<file path="src/rtl/burst_line_adaptor_pkg.sv">
// Shared types and defaults for the LLC line to memory burst adaptor.
package burst_line_adaptor_pkg;

   typedef enum logic [1:0] {
      IDLE  = 2'd0,
      READ  = 2'd1,
      WRITE = 2'd2,
      DONE  = 2'd3
   } state_t;

   localparam int DEF_LINE_W  = 256;
   localparam int DEF_BURST_W = 64;
   localparam int DEF_ADDR_W  = 32;

   // Beat-index width; never zero so the counter stays a legal vector.
   function automatic int beat_idx_w(input int beats);
      return (beats > 1) ? $clog2(beats) : 1;
   endfunction

endpackage

</file>
<file path="src/rtl/burst_line_adaptor.sv">
// Converts one line-wide LLC read/write into a multi-beat memory burst,
// tolerating idle gaps between memory acknowledges.
module burst_line_adaptor
   import burst_line_adaptor_pkg::*;
#(
   parameter int LINE_W  = DEF_LINE_W,
   parameter int BURST_W = DEF_BURST_W,
   parameter int ADDR_W  = DEF_ADDR_W
) (
   input  logic               clk,
   input  logic               reset,
   input  logic [LINE_W-1:0]  line_i,
   output logic [LINE_W-1:0]  line_o,
   input  logic [ADDR_W-1:0]  address_i,
   input  logic               read_i,
   input  logic               write_i,
   output logic               resp_o,
   input  logic [BURST_W-1:0] burst_i,
   output logic [BURST_W-1:0] burst_o,
   output logic [ADDR_W-1:0]  address_o,
   output logic               read_o,
   output logic               write_o,
   input  logic               resp_i
);

   localparam int BEATS = LINE_W / BURST_W;
   localparam int CNT_W = beat_idx_w(BEATS);
   localparam logic [CNT_W-1:0] LAST_BEAT = CNT_W'(BEATS - 1);
   localparam logic [ADDR_W-1:0] LINE_MASK = ~ADDR_W'((LINE_W / 8) - 1);

   if ((LINE_W % BURST_W) != 0 || BEATS < 2 || (BEATS & (BEATS - 1)) != 0) begin : g_bad_cfg
      $error("burst_line_adaptor: LINE_W/BURST_W must be a power of two >= 2");
   end

   state_t            state, state_nxt;
   logic [ADDR_W-1:0] addr_q;
   logic [LINE_W-1:0] buf_q;
   logic [CNT_W-1:0]  cnt;
   logic              accept;
   logic              beat;

   assign accept = (state == IDLE) && (read_i || write_i);
   assign beat   = ((state == READ) || (state == WRITE)) && resp_i;

   always_comb begin
      state_nxt = state;
      case (state)
         IDLE:        if (write_i) state_nxt = WRITE;
                      else if (read_i) state_nxt = READ;
         READ, WRITE: if (resp_i && cnt == LAST_BEAT) state_nxt = DONE;
         DONE:        state_nxt = IDLE;
         default:     state_nxt = IDLE;
      endcase
   end

   always_ff @(posedge clk or posedge reset) begin
      if (reset) begin
         state  <= IDLE;
         addr_q <= '0;
         buf_q  <= '0;
         cnt    <= '0;
      end else begin
         state <= state_nxt;
         if (accept) begin
            addr_q <= address_i & LINE_MASK;
            cnt    <= '0;
            if (write_i) buf_q <= line_i;
         end else if (beat) begin
            // Counter wraps to 0 on the last beat, ready for the next burst.
            cnt <= cnt + 1'b1;
            if (state == READ) buf_q[cnt*BURST_W +: BURST_W] <= burst_i;
         end
      end
   end

   assign read_o    = (state == READ);
   assign write_o   = (state == WRITE);
   assign resp_o    = (state == DONE);
   assign address_o = addr_q;
   assign line_o    = buf_q;

   always_comb begin
      burst_o = '0;
      if (state == WRITE) burst_o = buf_q[cnt*BURST_W +: BURST_W];
   end

endmodule

</file>
<file path="config.mk">
export PLATFORM = sky130hd
export DESIGN_NAME = burst_line_adaptor
export DESIGN_NICKNAME = d
export VERILOG_FILES = /design/src/rtl/burst_line_adaptor_pkg.sv /design/src/rtl/burst_line_adaptor.sv
export SDC_FILE = /design/constraint.sdc
export NUM_CORES = 1
export LEC_CHECK = 0
export CORE_AREA = 2 2 276 278
export CTS_CLUSTER_DIAMETER = 50
export DETAILED_ROUTE_END_ITERATION = 12
export DIE_AREA = 0 0 278 280
export DONT_BUFFER_PORTS = 1
export HOLD_SLACK_MARGIN = 0.1
export MAX_ROUTING_LAYER = met4
export PLACE_DENSITY = 0.43
export SLEW_MARGIN = 10
export SYNTH_ARGS = -nofsm -noshare
export SYNTH_HDL_FRONTEND = slang
export SYNTH_SLANG_ARGS = --single-unit
export TNS_END_PERCENT = 100
</file>
<file path="constraint.sdc">
create_clock -name clk -period 8.5 [get_ports clk]
set_input_delay 1.275 -clock clk [delete_from_list [all_inputs] [get_ports clk]]
set_output_delay 1.275 -clock clk [all_outputs]
set_load 0.01 [all_outputs]
</file>
==> results.py <==
metrics = {
    "synthesis": {
        "syn_area_um2": 18480,
        "synth_seq_cells": 287,
        "synth.distinct_cells": 29,
        "syn-mean-instance-area_um2": 10.82,
        "synthTopCellsByCount": "dfrtp_1, inv_1, mux2i_1, a31oi_1, o211a_1",
        "postSynth.asyncResetShare": 1.000,
        "synth_top_area_share": 0.3886,
        "synth_ff_type": "dfrtp_1",
        "post-synth-top-count-cell": "dfrtp_1",
        "synth_edf_count": 0,
        "synth.area.top_cells": "dfrtp_1, mux2i_1, o211a_1",
        "ys_seq_area_frac": 0.3886,
        "yosys_warnings": 0,
        "syn_inst": 1708,
        "synth_area_leader_cell": "dfrtp_1",
    },
    "sta": {
        "setup_tns_ns": 0,
        "fmax_mhz": 223.9,
        "worst_slack_ns": 4.033,
        "max_slew.worst_pin.slew_ns": 1.207,
        "rsz0062_at_grt": "false",
        "relSlewSlack": 0.1956,
        "fin_crit_ns": 4.467,
        "clock-skew-final_ns": 0.01251,
        "final.period_utilization": 0.5255,
        "slew_violations": 0,
        "hold_viol_final": 0,
        "setup_viol": 0,
    },
    "die": {
        "die-width_um": 278,
        "start_util": 0.2458,
        "die_y_um": 280,
        "ios": 712,
        "rows": 101,
        "coreArea_um2": 75190,
        "die-area_um2": 77840,
    },
    "worst_setup_path": {
        "worst_path_max_delay_cell": "dfrtp_4",
        "arrival_ns": 3.19,
        "regToRegSetupSlack_ns": 4.40,
        "cp_max_fo": 41,
        "r2r-start": "cnt[1]$_DFFE_PP0P_",
        "setup.worst_path.end": "burst_o[6]",
        "critPathMaxStageDelay_ns": 0.86,
        "path_cells": "buf_4, mux4_2, and2_1",
        "cp.required_ns": 7.22,
        "crit_type": "flip-flop to output pin",
        "reg2reg_depth": 7,
        "cp-start-kind": "flip-flop",
        "rr_endpoint": "line_o[95]$_DFFE_PP0P_",
        "cp-startpoint": "cnt[1]$_DFFE_PP0P_",
        "worst_setup_path_end_kind": "output pin",
    },
    "placement": {
        "routabilityCongestion": 0.8439,
        "hpwl_um": 47850,
        "port_buffers": 0,
        "place_ws_ns": 4.073,
    },
    "finish": {
        "layout.nets": 1954,
        "area.growth.synth_to_final_pct": 11.60,
        "drive_gt1_frac": 0.1326,
    },
    "detailed_routing": {
        "viasPerCell": 5.563,
        "wl_um": 77400,
        "vias": 14520,
        "drtAntennaViolNets": 0,
        "drc": 0,
        "drt-pass1-iter-count": 5,
        "routedWlPerCell_um": 29.64,
        "drt-initial-drc-count": 1150,
    },
    "clock_tree": {
        "post-cts-setup-buffers": 0,
        "cts_hold_buf": 0,
        "cts_tree": "yes",
        "cts_buffer_depth": 3,
        "clk_pin_slew_ns": 0.05,
        "post_cts_resized": 0,
        "cts-root-buf": "clkbuf_16",
        "htree_levels": 2,
        "cts_buffers": 52,
        "clock_latency_ns": 0.58,
        "cts_sinks": 287,
    },
    "worst_hold_path": {
        "worstHoldPathType": "primary input to async pin",
    },
    "grt": {
        "grt_max_degree": 264,
        "antenna_found_initial": 5,
        "grt_pass1_wl_um": 110300,
        "grt_usage": 0.1940,
        "grt.busiest_layer": "met2",
        "gr-usage-met2": 0.3113,
        "use_met1": 0.2412,
        "grt_pass1_vias": 15090,
        "grt.overflow.total": 0,
        "grt_util_met3": 0.04247,
    },
    "status": {
        "status": "finished, final reports clean",
    },
    "power_and_ir_drop": {
        "vdd_drop_max_mv": 0.1796,
        "power_density_nw_per_um2": 374.7,
        "power_leakage_nw": 10.06,
    },
    "flow_run": {
        "max_cap_viol_count": 0,
    },
}
[sequential cells by signal (all words and copies together) (netlist names)]
register   flops
line_o       256
cnt            2
state          2
address_o     27
[cell usage in the layout (no fill, tap or decap), types with 11 or more instances in the layout]
cell type	n
dfrtp_1	285
inv_1	261
mux2i_1	257
o211a_1	256
a31oi_1	256
mux4_2	64
and2_1	64
clkbuf_16	53
mux2_2	28
buf_4	19
clkinvlp_4	11
[area by class of cell]
type                       count  area (µm²)
antenna                        4       10.01
fill                        7777       54570
timing repair buffer          21       182.7
tap                          978        1224
inverter                     262       987.2
clock buffer                  68        1463
clock inverter                28       272.8
multi-input combinational    963        9296
sequential                   287        7189
[worst max-delay path, delay by kind of cell (launching register included)]
kind          cells  cell delay [ns]
mux               1             0.65
flops             1             0.86
buf+inv           1             0.83
simple gates      1             0.22
[logic make-up (layout without fill, tap and decap cells)]
| logic type | Yosys count | count (layout) | share of synthesized area |
|---|---|---|---|
| XOR/XNOR | 1 | 1 | 0.0004740 |
| other | 1 | 9 | 0.0002029 |
| adder cells (fa/ha/maj) | 10 | 10 | 0.006770 |
| AO/OA/AOI/OAI | 521 | 521 | 0.2296 |
| multiplexers | 349 | 349 | 0.2343 |
| AND/OR/NAND/NOR | 77 | 77 | 0.02627 |
| flip-flops | 287 | 287 | 0.3886 |
| buffers and inverters | 462 | 379 | 0.1138 |
[stage by stage]
step / hold WS, ns / cell area (µm²) / util / instances / power (mW)
after floorplan: 0.5340 / 18500 / - / 1712 / 4.769
after global placement: 0.5683 / 18880 / 0.2511 / 2511 / 5.600
after detailed placement: 0.5688 / 18880 / 0.2511 / 2511 / 5.661
after CTS: 0.5449 / 20610 / 0.2742 / 2607 / 7.805
after global routing: 0.5654 / 20620 / 0.2742 / 2609 / 8.141
final: 0.5799 / 20620 / 0.2743 / 2611 / 7.729
[worst min-delay path by stage]
stage                                end                      start
2_1_floorplan       state[1]$_DFFE_PP0P_       state[1]$_DFFE_PP0P_
3_3_place_gp        state[1]$_DFFE_PP0P_       state[1]$_DFFE_PP0P_
3_5_place_dp   address_o[30]$_DFFE_PP0P_  address_o[30]$_DFFE_PP0P_
4_1_cts        address_o[15]$_DFFE_PP0P_                      reset
5_1_grt        address_o[15]$_DFFE_PP0P_                      reset
6_report       address_o[15]$_DFFE_PP0P_                      reset
[power by group]
part           leakage [nW]  internal, mW  switching [mW]
combinational          5.40          1.19            1.60
sequential             3.83          1.89           0.956
clock                 0.826          1.31           0.785
[layer usage]
metal  vias up  share of wire  wire, µm
li1       6049              -         -
met1      7551           0.41     31360
met2       772           0.49     37850
met3       152          0.075      5815
met4         0          0.031      2383
met5         -              0         0
Note: power is estimated with default switching activity, not from simulation.
